### config.mk
export PLATFORM = sky130hd
export DESIGN_NAME = rf_multiport_sb
export DESIGN_NICKNAME = d
export VERILOG_FILES = /design/src/rtl/rf_pkg.sv /design/src/rtl/rf_scoreboard.sv /design/src/rtl/rf_multiport_sb.sv
export SDC_FILE = /design/constraint.sdc
export NUM_CORES = 2
export LEC_CHECK = 0
export CELL_PAD_IN_SITES_DETAIL_PLACEMENT = 1
export CELL_PAD_IN_SITES_GLOBAL_PLACEMENT = 2
export CORE_MARGIN = 1
export CORE_UTILIZATION = 40
export CTS_CLUSTER_DIAMETER = 80
export DETAILED_ROUTE_END_ITERATION = 8
export GPL_ROUTABILITY_DRIVEN = 0
export PLACE_DENSITY_LB_ADDON = 0.3
export SYNTH_ARGS = -nofsm -noshare
export SYNTH_HDL_FRONTEND = slang
export SYNTH_SLANG_ARGS = --single-unit
export TNS_END_PERCENT = 1
### constraint.sdc
create_clock -name clk -period 2.7 [get_ports clk]
set_input_delay 0.405 -clock clk [delete_from_list [all_inputs] [get_ports clk]]
set_output_delay 0.405 -clock clk [all_outputs]
set_load 0.005 [all_outputs]
### src/rtl/rf_pkg.sv
// rtl/rf_pkg.sv - shared constants and helpers for the multiport register file
package rf_pkg;

    localparam int DEFAULT_N    = 32;
    localparam int DEFAULT_NREG = 32;
    localparam int ZERO_IDX     = 0;

    // Address width for a register count; never narrower than one bit.
    function automatic int addrWidth(input int nreg);
        return (nreg > 1) ? $clog2(nreg) : 1;
    endfunction

endpackage

### src/rtl/rf_scoreboard.sv
// rtl/rf_scoreboard.sv - pending-write scoreboard with Busy lookup (RF_BYPASS_EN clears Busy early)
module rf_scoreboard
    import rf_pkg::*;
#(
    parameter int NREG     = DEFAULT_NREG,
    parameter int ZERO_REG = 1,
    parameter int AW       = addrWidth(NREG)
) (
    input  logic          clk,
    input  logic          rst,
    input  logic [AW-1:0] ReadReg1,
    input  logic [AW-1:0] ReadReg2,
    output logic          Busy1,
    output logic          Busy2,
    input  logic [AW-1:0] WriteRegB,
    input  logic          regWriteB,
    input  logic [AW-1:0] IssueReg,
    input  logic          issueValid
);

    logic [NREG-1:0] pending;
    logic [NREG-1:0] pendingNext;

    function automatic logic isZero(input logic [AW-1:0] a);
        return (ZERO_REG != 0) && (a == AW'(ZERO_IDX));
    endfunction

    // Retiring write clears first, then a new issue sets, so issue wins on a tie.
    always_comb begin
        pendingNext = pending;
        if (regWriteB) pendingNext[WriteRegB] = 1'b0;
        if (issueValid) pendingNext[IssueReg] = 1'b1;
        if (ZERO_REG != 0) pendingNext[ZERO_IDX] = 1'b0;
    end

    // Pending vector register; reset beats any same-cycle issue.
    always_ff @(posedge clk) begin
        if (rst) pending <= '0;
        else     pending <= pendingNext;
    end

    // Busy lookup per read port; with forwarding a retiring write releases the reader now.
    always_comb begin
        Busy1 = pending[ReadReg1];
        Busy2 = pending[ReadReg2];
`ifdef RF_BYPASS_EN
        if (regWriteB && WriteRegB == ReadReg1 && !(issueValid && IssueReg == ReadReg1)) Busy1 = 1'b0;
        if (regWriteB && WriteRegB == ReadReg2 && !(issueValid && IssueReg == ReadReg2)) Busy2 = 1'b0;
`endif
        if (isZero(ReadReg1)) Busy1 = 1'b0;
        if (isZero(ReadReg2)) Busy2 = 1'b0;
    end

endmodule

### src/rtl/rf_multiport_sb.sv
// rtl/rf_multiport_sb.sv - 2R/2W register file with pending-write scoreboard (optional RF_BYPASS_EN forwarding)
module rf_multiport_sb
    import rf_pkg::*;
#(
    parameter int N        = DEFAULT_N,
    parameter int NREG     = DEFAULT_NREG,
    parameter int ZERO_REG = 1,
    localparam int AW      = addrWidth(NREG)
) (
    input  logic          clk,
    input  logic          rst,
    input  logic [AW-1:0] ReadReg1,
    input  logic [AW-1:0] ReadReg2,
    output logic [N-1:0]  ReadData1,
    output logic [N-1:0]  ReadData2,
    output logic          Busy1,
    output logic          Busy2,
    input  logic [AW-1:0] WriteReg,
    input  logic [N-1:0]  WrData,
    input  logic          regWrite,
    input  logic [AW-1:0] WriteRegB,
    input  logic [N-1:0]  WrDataB,
    input  logic          regWriteB,
    input  logic [AW-1:0] IssueReg,
    input  logic          issueValid,
    output logic          wrConflict
);

    logic [N-1:0] regs [NREG];

    function automatic logic isZero(input logic [AW-1:0] a);
        return (ZERO_REG != 0) && (a == AW'(ZERO_IDX));
    endfunction

    // Data array: port B is written last so it wins a same-address collision.
    always_ff @(posedge clk) begin
        if (rst) begin
            regs       <= '{default: '0};
            wrConflict <= 1'b0;
        end else begin
            if (regWrite && !isZero(WriteReg))   regs[WriteReg]  <= WrData;
            if (regWriteB && !isZero(WriteRegB)) regs[WriteRegB] <= WrDataB;
            wrConflict <= regWrite && regWriteB && (WriteReg == WriteRegB) && !isZero(WriteReg);
        end
    end

    // Read port 1: stored value, optionally forwarded from this cycle's writes (B over A).
    always_comb begin
        ReadData1 = regs[ReadReg1];
`ifdef RF_BYPASS_EN
        if (regWriteB && WriteRegB == ReadReg1)     ReadData1 = WrDataB;
        else if (regWrite && WriteReg == ReadReg1)  ReadData1 = WrData;
`endif
        if (isZero(ReadReg1)) ReadData1 = '0;
    end

    // Read port 2: same selection as port 1.
    always_comb begin
        ReadData2 = regs[ReadReg2];
`ifdef RF_BYPASS_EN
        if (regWriteB && WriteRegB == ReadReg2)     ReadData2 = WrDataB;
        else if (regWrite && WriteReg == ReadReg2)  ReadData2 = WrData;
`endif
        if (isZero(ReadReg2)) ReadData2 = '0;
    end

    rf_scoreboard #(
        .NREG     (NREG),
        .ZERO_REG (ZERO_REG),
        .AW       (AW)
    ) u_scoreboard (
        .clk        (clk),
        .rst        (rst),
        .ReadReg1   (ReadReg1),
        .ReadReg2   (ReadReg2),
        .Busy1      (Busy1),
        .Busy2      (Busy2),
        .WriteRegB  (WriteRegB),
        .regWriteB  (regWriteB),
        .IssueReg   (IssueReg),
        .issueValid (issueValid)
    );

endmodule
==> reports/qor.yml <==
clk-insertion-delay-late_ns: 0.79
grt_first_pass_wirelength_um: 494000
area_growth_pct: 23.7
cp-end-kind: "output pin"
ordered_cell_list_for_the_critical_path: "buf_12, buf_4, nor2_4, buf_4, buf_4, nand2_1, o2111ai_1, a311oi_1, buf_4, buf_2"
ant_nets: 0
netlist_top_cells_count: "sky130_fd_sc_hd__dfxtp_1, sky130_fd_sc_hd__nor2_1, sky130_fd_sc_hd__clkbuf_1, sky130_fd_sc_hd__nand2_1, sky130_fd_sc_hd__a311oi_1"
ctsLongestPathBuffers: 3
critical_path.max_fanout: 12
worstHoldStart: "rst"
vias: 67500
critical-path-max-stage-delay_ns: 0.40
yosys_most_used_dff: "sky130_fd_sc_hd__dfxtp_1"
route.detailed.drc: 0
wp_data_arrival_ns: 2.54
final_net_count: 7071
number_of_flops_mapped_to_enable_cells_by_yosys: 0
layout.cells.non_filler: 9151
synth_top_cell_area_share_pct: 33.2
die_height_um: 401
initial_core_util_pct: 40.5
worst-slew-pin-transition_ns: 1.37
hold-path-cell-count: 2
cts_bufs_inserted: 133
mappedNetlistNets: 7010
worst_r2r_path_depth: 2
viasPerCell: 7.37
core.rowCount: 145
cts.sink_count: 1056
worst_path_dominant_cell_family: "buffers and inverters"
slew_violations: 0
setup.worst_path.class: "in -> out"
area.sequential_um2: 21300
hold_path.class: "in -> reg"
routed_wl_um: 350000
maxCapViolations: 0
port_buffers: 160
violations: "setup timing"
ys_top_cells_by_area: "sky130_fd_sc_hd__dfxtp_1, sky130_fd_sc_hd__mux4_2, sky130_fd_sc_hd__mux2i_1, sky130_fd_sc_hd__a311oi_1, sky130_fd_sc_hd__nor2_1"
grt.total_usage_pct: 42.3
wirelength_met1_um: 133000
fmax_mhz: 339
synth-seq-area-share_pct: 33.2
yosys_warnings: 0
r2r-end: "regs[113]"
timing.critical_path.from: "ReadReg1[1]"
place_inst: 8905
finalSetupTns_ns: -9.80
cell_with_the_most_instances_after_synthesis: "sky130_fd_sc_hd__dfxtp_1"
path_common_cell: "sky130_fd_sc_hd__buf_4"
tritoncts: "yes"
layout_min_cycle_time_ns: 2.95
cts_hold_buf: 0
path_clk_slew_ns: 0.06
synth_top_area_cell: "sky130_fd_sc_hd__dfxtp_1"
die_area_um2: 161000
synth.distinct_cells: 46
worstPathBufferInverterCount: 6
standard_cell_with_the_maximum_stage_delay_on_the_critical_path: "sky130_fd_sc_hd__buf_4"
postSynthRegisterBits: 1056
finish.utilization_pct: 50.1
post_synth.cell_area_avg_um2: 9.20
timing.final.crit_share_pct: 109
residual_overflow_from_global_routing: 0
core_region_area_um2: 157000
route.met2.wl_um: 147000
highest_signal_layer: "met5"
cts_max_level: 4
detailed_place_hpwl_um: 223000
max_slew_margin_pct: 8.85
holdPathEnd: "regs[998]"
number_of_ports_placed_on_the_die_boundary: 161
report.power.total_mw: 40.6
run_status: "complete, but fails checks"
required_ns: 2.30
setup_viol_count_final: 65
detailroute.wirelength.met3_um: 44000
cellLeakagePower_nw: 28.7
postSynthCellCount: 6916
clock_tree.root_cell: "sky130_fd_sc_hd__clkbuf_16"
layout-drive-gt1-share_pct: 28.0
post_synth_instance_area_um2: 63600
fillers: 17100
unrepaired_setup_endpoints_after_global_routing: "yes"
grt_pass1_vias: 66800
drt_first_iter_violations: 10000
finalWorstSetupSlack_ns: -0.247
ir_drop_worst_vdd_mv: 0.676
final.setup_skew_ns: 0
worst-r2r-setup-slack_ns: 1.71
pre_cts_slack_ns: -1.02
grt_antenna_before_repair: 25
startpoint_type: "input port"
post_drt_wl_per_cell_um: 38.3
ys_async_sr_fraction_pct: 0
grt_start_max_net_pins: 109
timing.rr.start: "regs[113]"
power_density_nw_per_um2: 516
timing.final.hold_violations: 0
multi_input_area_um2: 40100
first_pass_iters: 6
die_x_um: 401
[report_power, final]
part / leakage, nW / total (mW) / internal [mW] / switching (mW)
sequential: 8.60 / 16.2 / 15.9 / 0.264
clock: 2.17 / 18.5 / 10.6 / 7.83
combinational: 18.0 / 5.97 / 2.20 / 3.77
[worst max path at each step]
stage,slack (ns),to,cells after the start
after floorplan,0.47,ReadData2[31],6
after global placement,-1.07,ReadData2[7],9
after detailed placement,-1.02,ReadData2[7],9
after CTS,-0.23,ReadData2[2],7
after global routing,-0.27,ReadData2[26],7
final,-0.25,ReadData1[30],10
[registers in the layout (all words and copies together) (netlist names)]
signal and flops:
regs 1024, u_scoreboard.pending 31, wrConflict 1
[metrics by stage]
| stage | area [um^2] | hold WS [ns] |
|---|---|---|
| 2_1_floorplan | 63600 | 0.451 |
| 6_report | 78600 | 0.0612 |
| 5_1_grt | 78600 | 0.0933 |
| 4_1_cts | 78500 | 0.0562 |
| 3_3_place_gp | 72900 | 0.465 |
| 3_5_place_dp | 72900 | 0.470 |
[repair_timing]
action                                  4_1_cts  5_1_grt
pin swaps                                    99       19
endpoints found under the hold margin         0        0
setup buffers                                18        0
endpoints found under the setup margin       66       66
resized for setup                           648       67
gates cloned                                  1        0
[layout make-up]
type	count	area share (%)
Antenna cell	11	0.0350
Clock buffer	200	5.08
Clock inverter	40	0.480
Inverter	3	0.0207
Multi-Input combinational cell	4893	51.0
Sequential cell	1056	27.1
Tap cell	2058	3.27
Timing Repair Buffer	890	13.0
[metal layers]
metal / GRT usage, % / up-vias
li1: - / 26300
met1: 54.5 / 34500
met2: 60.9 / 5231
met3: 12.3 / 1438
met4: 29.1 / 16
met5: 0 / -
[placed cells by master (no fill, tap or decap), types with 11 or more instances in the layout]
cell type	n
sky130_fd_sc_hd__mux2_4	33
sky130_fd_sc_hd__nand2_1	587
sky130_fd_sc_hd__a311oi_2	37
sky130_fd_sc_hd__mux4_2	460
sky130_fd_sc_hd__o21ai_1	48
sky130_fd_sc_hd__clkbuf_1	30
sky130_fd_sc_hd__nand2_4	39
sky130_fd_sc_hd__clkbuf_16	137
sky130_fd_sc_hd__buf_2	39
sky130_fd_sc_hd__mux2_2	35
sky130_fd_sc_hd__o21ai_0	233
sky130_fd_sc_hd__a22oi_2	17
sky130_fd_sc_hd__nor2_1	1027
sky130_fd_sc_hd__o2111ai_1	14
sky130_fd_sc_hd__nor2b_1	95
sky130_fd_sc_hd__a221oi_1	26
sky130_fd_sc_hd__a211oi_1	449
sky130_fd_sc_hd__nand3_1	320
sky130_fd_sc_hd__buf_4	471
sky130_fd_sc_hd__diode_2	11
sky130_fd_sc_hd__a311oi_1	564
sky130_fd_sc_hd__buf_6	16
sky130_fd_sc_hd__mux2i_1	578
sky130_fd_sc_hd__dfxtp_1	922
sky130_fd_sc_hd__dfxtp_2	134
sky130_fd_sc_hd__nor2_4	11
sky130_fd_sc_hd__clkdlybuf4s50_1	83
sky130_fd_sc_hd__clkinv_2	22
sky130_fd_sc_hd__a221oi_2	22
sky130_fd_sc_hd__buf_12	260
sky130_fd_sc_hd__o21ai_2	47
sky130_fd_sc_hd__clkbuf_8	33
sky130_fd_sc_hd__a211oi_2	63
sky130_fd_sc_hd__a22oi_1	80
[cells by family after synthesis]
group / synth area share (%)
AOI/OAI and AO/OA: 19.4
xor gates and xnor gates: 0.0551
buffers and inverters: 6.57
DFF: 33.2
muxes: 26.6
and+or+nand+nor: 14.1
Power figures use the tool's default switching activity.
